==> src/rtl/icache_axi_rd_bridge.sv <==
// Icache read-port to AXI4 read-channel bridge: one outstanding request,
// AR burst issue, and a registered return of each R beat to the cache.
module icache_axi_rd_bridge #(
  parameter int         LINE_WORDS = 4,
  parameter logic [3:0] AXI_ID     = 4'd0
) (
  input  logic        clk,
  input  logic        reset,
  input  logic        rd_req,
  input  logic [2:0]  rd_type,
  input  logic [31:0] rd_addr,
  output logic        rd_rdy,
  output logic        ret_valid,
  output logic        ret_last,
  output logic [31:0] ret_data,
  output logic [3:0]  arid,
  output logic [31:0] araddr,
  output logic [7:0]  arlen,
  output logic [2:0]  arsize,
  output logic [1:0]  arburst,
  output logic        arvalid,
  input  logic        arready,
  input  logic [31:0] rdata,
  input  logic [1:0]  rresp,
  input  logic        rlast,
  input  logic        rvalid,
  output logic        rready,
  output logic        resp_err
);
  localparam int          OFF       = $clog2(LINE_WORDS) + 2;
  localparam logic [31:0] LINE_MASK = ~((32'd1 << OFF) - 32'd1);
  localparam logic [7:0]  LINE_LEN  = 8'(LINE_WORDS - 1);

  localparam logic [1:0] S_IDLE = 2'd0;
  localparam logic [1:0] S_AR   = 2'd1;
  localparam logic [1:0] S_R    = 2'd2;

  typedef struct packed {
    logic [31:0] addr;
    logic [7:0]  len;
    logic [2:0]  size;
  } ar_req_t;

  logic [1:0] state;
  ar_req_t    dec, ar_q;
  logic [7:0] cnt;
  logic       beat, final_beat;

  // Burst end comes from our own beat count; the slave's rlast is not trusted.
  logic unused_rsp;
  assign unused_rsp = ^{rlast, rresp[0]};

  always_comb begin
    dec = '{addr: rd_addr, len: 8'd0, size: 3'd2};
    case (rd_type)
      3'b100: dec = '{addr: rd_addr & LINE_MASK, len: LINE_LEN, size: 3'd2};
      3'b001: dec.size = 3'd1;
      3'b000: dec.size = 3'd0;
      default: ;
    endcase
  end

  assign rd_rdy     = (state == S_IDLE);
  assign arvalid    = (state == S_AR);
  assign rready     = (state == S_R);
  assign beat       = rready && rvalid;
  assign final_beat = beat && (cnt == ar_q.len);

  assign arid    = AXI_ID;
  assign arburst = 2'b01;
  assign araddr  = ar_q.addr;
  assign arlen   = ar_q.len;
  assign arsize  = ar_q.size;

  always_ff @(posedge clk or posedge reset) begin
    if (reset) begin
      state <= S_IDLE;
      ar_q  <= '0;
      cnt   <= 8'd0;
    end else begin
      case (state)
        S_IDLE: if (rd_req) begin
          ar_q  <= dec;
          cnt   <= 8'd0;
          state <= S_AR;
        end
        S_AR: if (arready) state <= S_R;
        S_R: if (beat) begin
          cnt <= cnt + 8'd1;
          if (final_beat) state <= S_IDLE;
        end
        default: state <= S_IDLE;
      endcase
    end
  end

  // Return path is one register stage behind the R handshake.
  always_ff @(posedge clk or posedge reset) begin
    if (reset) begin
      ret_valid <= 1'b0;
      ret_last  <= 1'b0;
      ret_data  <= 32'd0;
      resp_err  <= 1'b0;
    end else begin
      ret_valid <= beat;
      ret_last  <= final_beat;
      resp_err  <= beat && rresp[1];
      if (beat) ret_data <= rdata;
    end
  end
endmodule

==> config.mk <==
export PLATFORM = sky130hd
export DESIGN_NAME = icache_axi_rd_bridge
export DESIGN_NICKNAME = d
export VERILOG_FILES = /design/src/rtl/icache_axi_rd_bridge.sv
export SDC_FILE = /design/constraint.sdc
export NUM_CORES = 1
export LEC_CHECK = 0
export BUFFER_PORTS_ARGS = -buffer_cell sky130_fd_sc_hd__buf_4
export CAP_MARGIN = 20
export CORE_ASPECT_RATIO = 0.75
export CORE_UTILIZATION = 25
export DETAILED_ROUTE_END_ITERATION = 8
export PLACE_DENSITY = 0.59
export SLEW_MARGIN = 30
export SYNTH_ARGS = -nofsm -noshare
export SYNTH_HDL_FRONTEND = slang
export SYNTH_SLANG_ARGS = --single-unit
==> constraint.sdc <==
create_clock -name clk -period 3 [get_ports clk]
set_input_delay 0 -clock clk [delete_from_list [all_inputs] [get_ports clk]]
set_output_delay 0 -clock clk [all_outputs]
set_load 0.01 [all_outputs]
==> results of run 1 <==
-- flip-flops by register name (all words and copies together), names as in the netlist --
register,count
araddr,32
arlen,1
arsize,2
cnt,8
resp_err,1
ret_data,32
ret_last,1
ret_valid,1
state,2
-- timing repair --
action                                 4_1_cts  5_1_grt
buffers inserted                             0        0
hold buffers                                72        0
endpoints found under the hold margin      129        0
-- layer usage --
layer | part of all wire, % | wire (um)
met5 | 0 | 0
met4 | 1.1 | 102
met3 | 8.7 | 834
met2 | 47 | 4510
met1 | 43 | 4190
-- worst max-delay path: stages, from the launching register on --
cell           delay, ns
dfrtp_1             0.57
nor3b_2             0.23
buf_4               0.32
nand3_1             0.12
dlygate4sd3_1       0.57
nand2_1             0.06
-- metrics by stage --
step | hold slack [ns] | setup slack, ns
floorplan | 0.105 | 0.948
global placement | 0.191 | 1.13
detailed placement | 0.0943 | 1.05
CTS | 0.0722 | 1.05
global route | 0.106 | 0.899
finish | 0.0823 | 1.06
-- worst paths after layout --
check,to,slack [ns],depth (start not counted),from
max in group asynchronous,araddr[19],2.03,4,reset
min in group asynchronous,araddr[13],0.28,3,reset
min reg2reg,ret_data[23],0.47,2,ret_data[23]
max reg2reg,arsize[0],1.06,5,state[1]
max,arsize[0],1.06,5,state[1]
min,state[1],0.08,3,rvalid
-- report_power, final --
part | internal, mW | total (mW) | leakage (nW) | switching (mW)
Clock | 0.690 | 1.11 | 0.141 | 0.424
Sequential | 1.53 | 1.84 | 1.01 | 0.317
Combinational | 0.929 | 1.84 | 1.79 | 0.909
-- cell families after synthesis --
family,Yosys count,synth area share (%)
adders and majority gates,1,0.375
buffers and inverters,36,6.48
other,2,0.225
muxes,6,1.91
AOI/OAI and AO/OA,18,4.54
and+or+nand+nor,219,26.5
DFF,80,60.0
-- layout by cell type, fill, tap and decap left out, types with 3 or more instances in the layout --
master / count
dlygate4sd3_1: 72
conb_1: 13
nand3_1: 4
dfrtp_1: 80
clkbuf_16: 9
nor2_1: 7
nand2b_1: 3
mux2_2: 3
a22o_1: 10
clkinvlp_4: 3
buf_4: 150
inv_1: 3
nand2_1: 192
mux2i_1: 3
-- final cells by class --
| class | instances | area [um2] |
|---|---|---|
| fillers | 1227 | 7460 |
| flip-flops and latches | 80 | 2000 |
| repair buffers | 222 | 1850 |
| multi-input cells | 257 | 1170 |
| clock buffers | 12 | 256 |
| well taps | 171 | 214 |
| clock inverters | 4 | 52.6 |
| inverters | 5 | 23.8 |
==> metrics.csv, run 1 <==
stage,metric,value,unit
timing,rsz0062_at_grt,no,
global_route,overflow,0,
run_status,outcome,completed,
timing,clock.fmax,517,MHz
synthesis,ys_ff_latch,80,
power_and_ir_drop,p_total,4.80,mW
power_and_ir_drop,ir_worst_vdd,0.427,mV
timing,finalSetupTns,0,ns
floorplanning,die_height,102,um
job,maxCapViolCount,0,
clock_network,cts_made_buffers,9,
layout,utilization,42.7,%
setup_path,end_kind,flop,
timing,setup_viol_count_final,0,
synthesis,yosysTopAreaCell,dfrtp_1,
synthesis,synth_edf_count,0,
timing,fin_crit,1.94,ns
layout,fin_area,5560,um2
global_route,top_usage_layer,met2,
drt,dr_total_vias,3164,
synthesis,synth.cells.most_frequent,"192 x nand2_1, 80 x dfrtp_1, 14 x buf_4",
floorplanning,rows,36,
synthesis,yosysSeqAreaShare,60.0,%
synthesis,ys_async_sr_fraction,100,%
clock_network,root_buffer,clkbuf_16,
place,hpwl,6.05,mm
synthesis,syn_area,3340,um2
worst_hold_path,hold_class,input pin to flop,
global_route,grt_use_met3,5.61,%
floorplanning,coreArea,13000,um2
timing,finalClockSkew,0.00599,ns
timing,timing.final.crit_share,64.5,%
drt,wl,9.63,mm
synthesis,synth_top_cell_area_share,60.0,%
drt,ant_nets,0,
clock_network,clock_tree.buffer_depth,2,
layout,drive_gt1_share,29.7,%
setup_path,start_kind,flop,
drt,drt-pass1-iter-count,4,
synthesis,synth-warning-count,0,
clock_network,clock-sinks,80,
floorplanning,start_util,25.6,%
synthesis,yosysUniqueCellTypes,34,
layout,area_growth,66.6,%
drt,drt_iter0_markers,96,
layout,stdcell_count,751,
clock_network,postCtsResizedCells,0,
synthesis,netlist_instances,362,
timing,slew-limit-headroom,64.5,%
global_route,grt_max_degree,61,
clock_network,clock_latency,0.33,ns
synthesis,yosysMostFrequentCell,nand2_1,
clock_network,tritoncts,done,
drt,via_per_inst,4.21,
power_and_ir_drop,power_per_cell_area,862,nW/um2
floorplanning,die_area,13800,um2
place,io_buffer_count,146,
setup_path,path_class,flop to flop,
layout,antenna_cells,0,
synthesis,syn_area_per_cell,9.22,um2
drt,wl_per_cell,12.8,um
global_route,grt_pass1_vias,3136,
setup_path,crit_required,3.27,ns
global_route,grt_pass1_wl,14.9,mm
synthesis,synth_ff_type,dfrtp_1,
floorplanning,ios,162,
drt,drcViolationCount,0,
timing,tightest_slew,0.532,ns
clock_network,cts_max_level,3,
timing,maxSlewViolCount,0,
global_route,antenna_found_initial,0,
synthesis,synthTopCellsByArea,"dfrtp_1 60%, nand2_1 22%, buf_4 3.1%",
global_route,grt_util_met2,23.4,%
place,placedCellCount,663,
place,gp_congestion,0.760,
clock_network,clk_pin_slew_worst_paths,0.06,ns
global_route,grt_usage,14.1,%
timing,hold_viol,0,
place,place_area,4530,um2
setup_path,worst-path-max-fanout,30,
layout,nets,651,
floorplanning,fp.dieW,135,um
power_and_ir_drop,leakagePower,2.94,nW
setup_path,cp.arrival,2.21,ns
global_route,use_met1,16.8,%
(Power assumes the default switching activity.)
==> run 2, diff against run 1 <==
Settings changed: ABC_AREA set to 1.
Clock period 3 ns to 1.89 ns, I/O delays scaled along.
==> run 2 against run 1 <==
Against the previous run: critical path depth up 1; utilization up 0.56 points; sequential power up 55%; critical path type unchanged; critical endpoint unchanged; largest power group is now combinational logic; highest routed layer unchanged.
==> metrics.csv, run 2 <==
stage,metric,value,unit,change
run_status,outcome,completed,,
drt,ant_nets,0,,unchanged
power_and_ir_drop,leakagePower,3.05,nW,+3.7%
synthesis,ys_ff_latch,80,,unchanged
place,io_buffer_count,146,,unchanged
synthesis,ys_async_sr_fraction,100,%,unchanged
synthesis,synth_edf_count,0,,unchanged
setup_path,r2r_cells,6,,+1
global_route,grt_usage,13.7,%,-0.45 points
clock_network,cts_max_level,3,,unchanged
drt,wl_per_cell,11.8,um,-8.2%
synthesis,synth-warning-count,0,,unchanged
place,placedCellCount,708,,+6.8%
setup_path,reg2reg_from,state[0],,
layout,stdcell_count,794,,+5.7%
place,hpwl,6.13,mm,+1.2%
layout,mostFrequentLayoutCells,"226 x nand2_1, 151 x buf_4, 80 x dfrtp_1, 70 x dlygate4sd3_1, 19 x inv_1",,
layout,utilization,43.3,%,+0.56 points
setup_path,start_kind,flop,,
timing,maxSlewViolCount,0,,unchanged
synthesis,synth.cells.most_frequent,"226 x nand2_1, 80 x dfrtp_1, 21 x inv_1",,
floorplanning,die_height,103,um,+0.55%
timing,fin_crit,1.72,ns,-0.214 ns
drt,wl,9.35,mm,-2.9%
setup_path,crit_required,2.16,ns,-1.11 ns
synthesis,synthTopCellsByArea,"dfrtp_1 59%, nand2_1 25%, buf_4 4.2%",,
worst_hold_path,holdPathStages,4,,+1
floorplanning,die_area,14000,um2,+1.1%
synthesis,netlist_instances,400,,+10%
drt,drt-pass1-iter-count,4,,unchanged
synthesis,syn_area,3380,um2,+1.1%
clock_network,post_cts_buffers,0,,unchanged
synthesis,synth_ff_type,dfrtp_1,,
timing,slew-limit-headroom,56.5,%,-8.0 points
setup_path,startpoint,state[0],,
floorplanning,fp.dieW,136,um,+0.55%
power_and_ir_drop,power_per_cell_area,1390,nW/um2,+61%
layout,nets,694,,+6.6%
setup_path,path_class,flop to flop,,
clock_network,root_buffer,clkbuf_16,,
clock_network,clk_pin_slew_worst_paths,0.06,ns,about the same
worst_hold_path,min_to,arsize[1],,
timing,finalSetupTns,0,ns,unchanged
synthesis,yosysUniqueCellTypes,23,,-32%
global_route,grt_pass1_wl,14.7,mm,-1.6%
global_route,antenna_found_initial,0,,unchanged
timing,clock.fmax,581,MHz,+12%
synthesis,synth_top_cell_area_share,59.3,%,-0.67 points
timing,setup_viol_count_final,0,,unchanged
clock_network,clock-sinks,80,,unchanged
timing,finalClockSkew,0.00638,ns,+0.000393 ns
drt,drcViolationCount,0,,unchanged
floorplanning,rows,36,,unchanged
layout,antenna_cells,0,,unchanged
timing,timing.final.crit_share,91.1,%,+27 points
synthesis,yosysTopAreaCell,dfrtp_1,,
layout,area_growth,67.5,%,
timing,hold_viol,0,,unchanged
setup_path,r2r-end,arsize[0],,
clock_network,cts_made_buffers,9,,unchanged
setup_path,worst-path-max-fanout,8,,-73%
clock_network,clock_tree.buffer_depth,2,,unchanged
layout,drive_gt1_share,28.3,%,-1.4 points
setup_path,rrSetupSlack,0.17,ns,-0.90 ns
clock_network,tritoncts,done,,
clock_network,clock_latency,0.33,ns,about the same
floorplanning,ios,162,,unchanged
drt,via_per_inst,4.01,,-4.8%
synthesis,yosysSeqAreaShare,59.3,%,-0.67 points
worst_hold_path,min_from,rd_type[1],,
synthesis,yosysMostFrequentCell,nand2_1,,
job,maxCapViolCount,0,,unchanged
place,place_ws,0.451,ns,-0.597 ns
setup_path,cp.arrival,1.99,ns,-0.22 ns
timing,rsz0062_at_grt,no,,
layout,final_common_cell,nand2_1,,
power_and_ir_drop,ir_worst_vdd,0.672,mV,+57%
place,gp_congestion,0.762,,+0.33%
timing,tightest_slew,0.651,ns,+0.118 ns
timing,worst_slack,0.168,ns,-0.896 ns
global_route,overflow,0,,unchanged
worst_hold_path,hold_class,input pin to flop,,
drt,drt_iter0_markers,120,,+25%
drt,dr_total_vias,3186,,+0.70%
global_route,grt_max_degree,34,,-44%
setup_path,end_kind,flop,,
floorplanning,coreArea,13100,um2,+0.35%
synthesis,syn_area_per_cell,8.44,um2,-8.5%
global_route,grt_pass1_vias,3177,,+1.3%
floorplanning,start_util,25.8,%,+0.20 points
==> run 2: cell types whose count changed after synthesis, moves of 3 or more <==
cell / change
a22o_1: -10
nand2_1: +34
nor2_1: +7
mux2i_1: -3
buf_4: +5
inv_1: +17
nand2b_1: -3
clkbuf_1: -4
mux2_2: -3
buf_2: -5
nand3_1: +3
a21oi_1: +5
==> run 2: layout make-up <==
| class | instances | area (um2) |
|---|---|---|
| clock buffer | 11 | 243 |
| tap | 171 | 214 |
| fill | 1265 | 7410 |
| timing repair buffer | 224 | 1890 |
| inverter | 21 | 86.3 |
| multi-input combinational | 282 | 1130 |
| clock inverter | 5 | 80.1 |
| sequential | 80 | 2000 |
==> run 2: worst max path at each step <==
| stage | depth (start not counted) | endpoint |
|---|---|---|
| finish | 6 | arsize[0] |
| global route | 6 | arsize[0] |
| CTS | 6 | arsize[0] |
| detailed placement | 6 | araddr[17] |
| global placement | 6 | araddr[24] |
| floorplan | 6 | arsize[0] |
==> run 2: what timing repair did <==
| action | 4_1_cts | 5_1_grt |
|---|---|---|
| resized for setup | 0 | 1 |
| hold buffers | 70 | 0 |
| endpoints found under the hold margin | 95 | 0 |
| setup endpoints to repair | 0 | 1 |
==> run 2: cells by family (layout without fill, tap and decap cells) <==
logic type               Yosys count  count (layout)  share of synthesized area, %
AO/OA/AOI/OAI                     13              13                          2.15
flip-flops                        80              80                          59.3
other                              2              13                         0.222
AND/OR/NAND/NOR                  255             255                          29.5
buffers and inverters             49             261                          8.45
adder cells (fa/ha/maj)            1               1                         0.371
==> run 2: through the flow <==
step	hold WS (ns)	power, mW	instance area (um2)
2_1_floorplan	0.0958	4.38	3420
3_3_place_gp	0.137	5.84	4630
3_5_place_dp	0.129	5.93	4630
4_1_cts	0.000191	7.96	5650
5_1_grt	0.0156	8.45	5650
6_report	0.00286	7.86	5650
==> run 2: per-layer routing <==
| layer | share of wire (%) | vias to the layer above | global-route usage [%] |
|---|---|---|---|
| met1 | 43 | 1471 | 15.6 |
| met2 | 50 | 88 | 24.2 |
| met3 | 5.8 | 16 | 4.52 |
| li1 | - | 1611 | - |
| met4 | 1.3 | 0 | 4.36 |
| met5 | 0 | - | 0 |
==> run 2: report_power, final <==
group | internal (mW) | switching (mW) | total, mW | leakage, nW
Combinational | 1.53 | 1.60 | 3.13 | 1.89
Sequential | 2.43 | 0.433 | 2.86 | 1.01
Clock | 1.19 | 0.672 | 1.86 | 0.152
==> run 2: worst max-delay path: stages (launching register included) <==
cell and delay, ns:
dfrtp_1 0.42, nor2_1 0.18, nand2_2 0.17, clkinvlp_4 0.19, nand3_1 0.08, dlygate4sd3_1 0.56
nand2_1 0.07
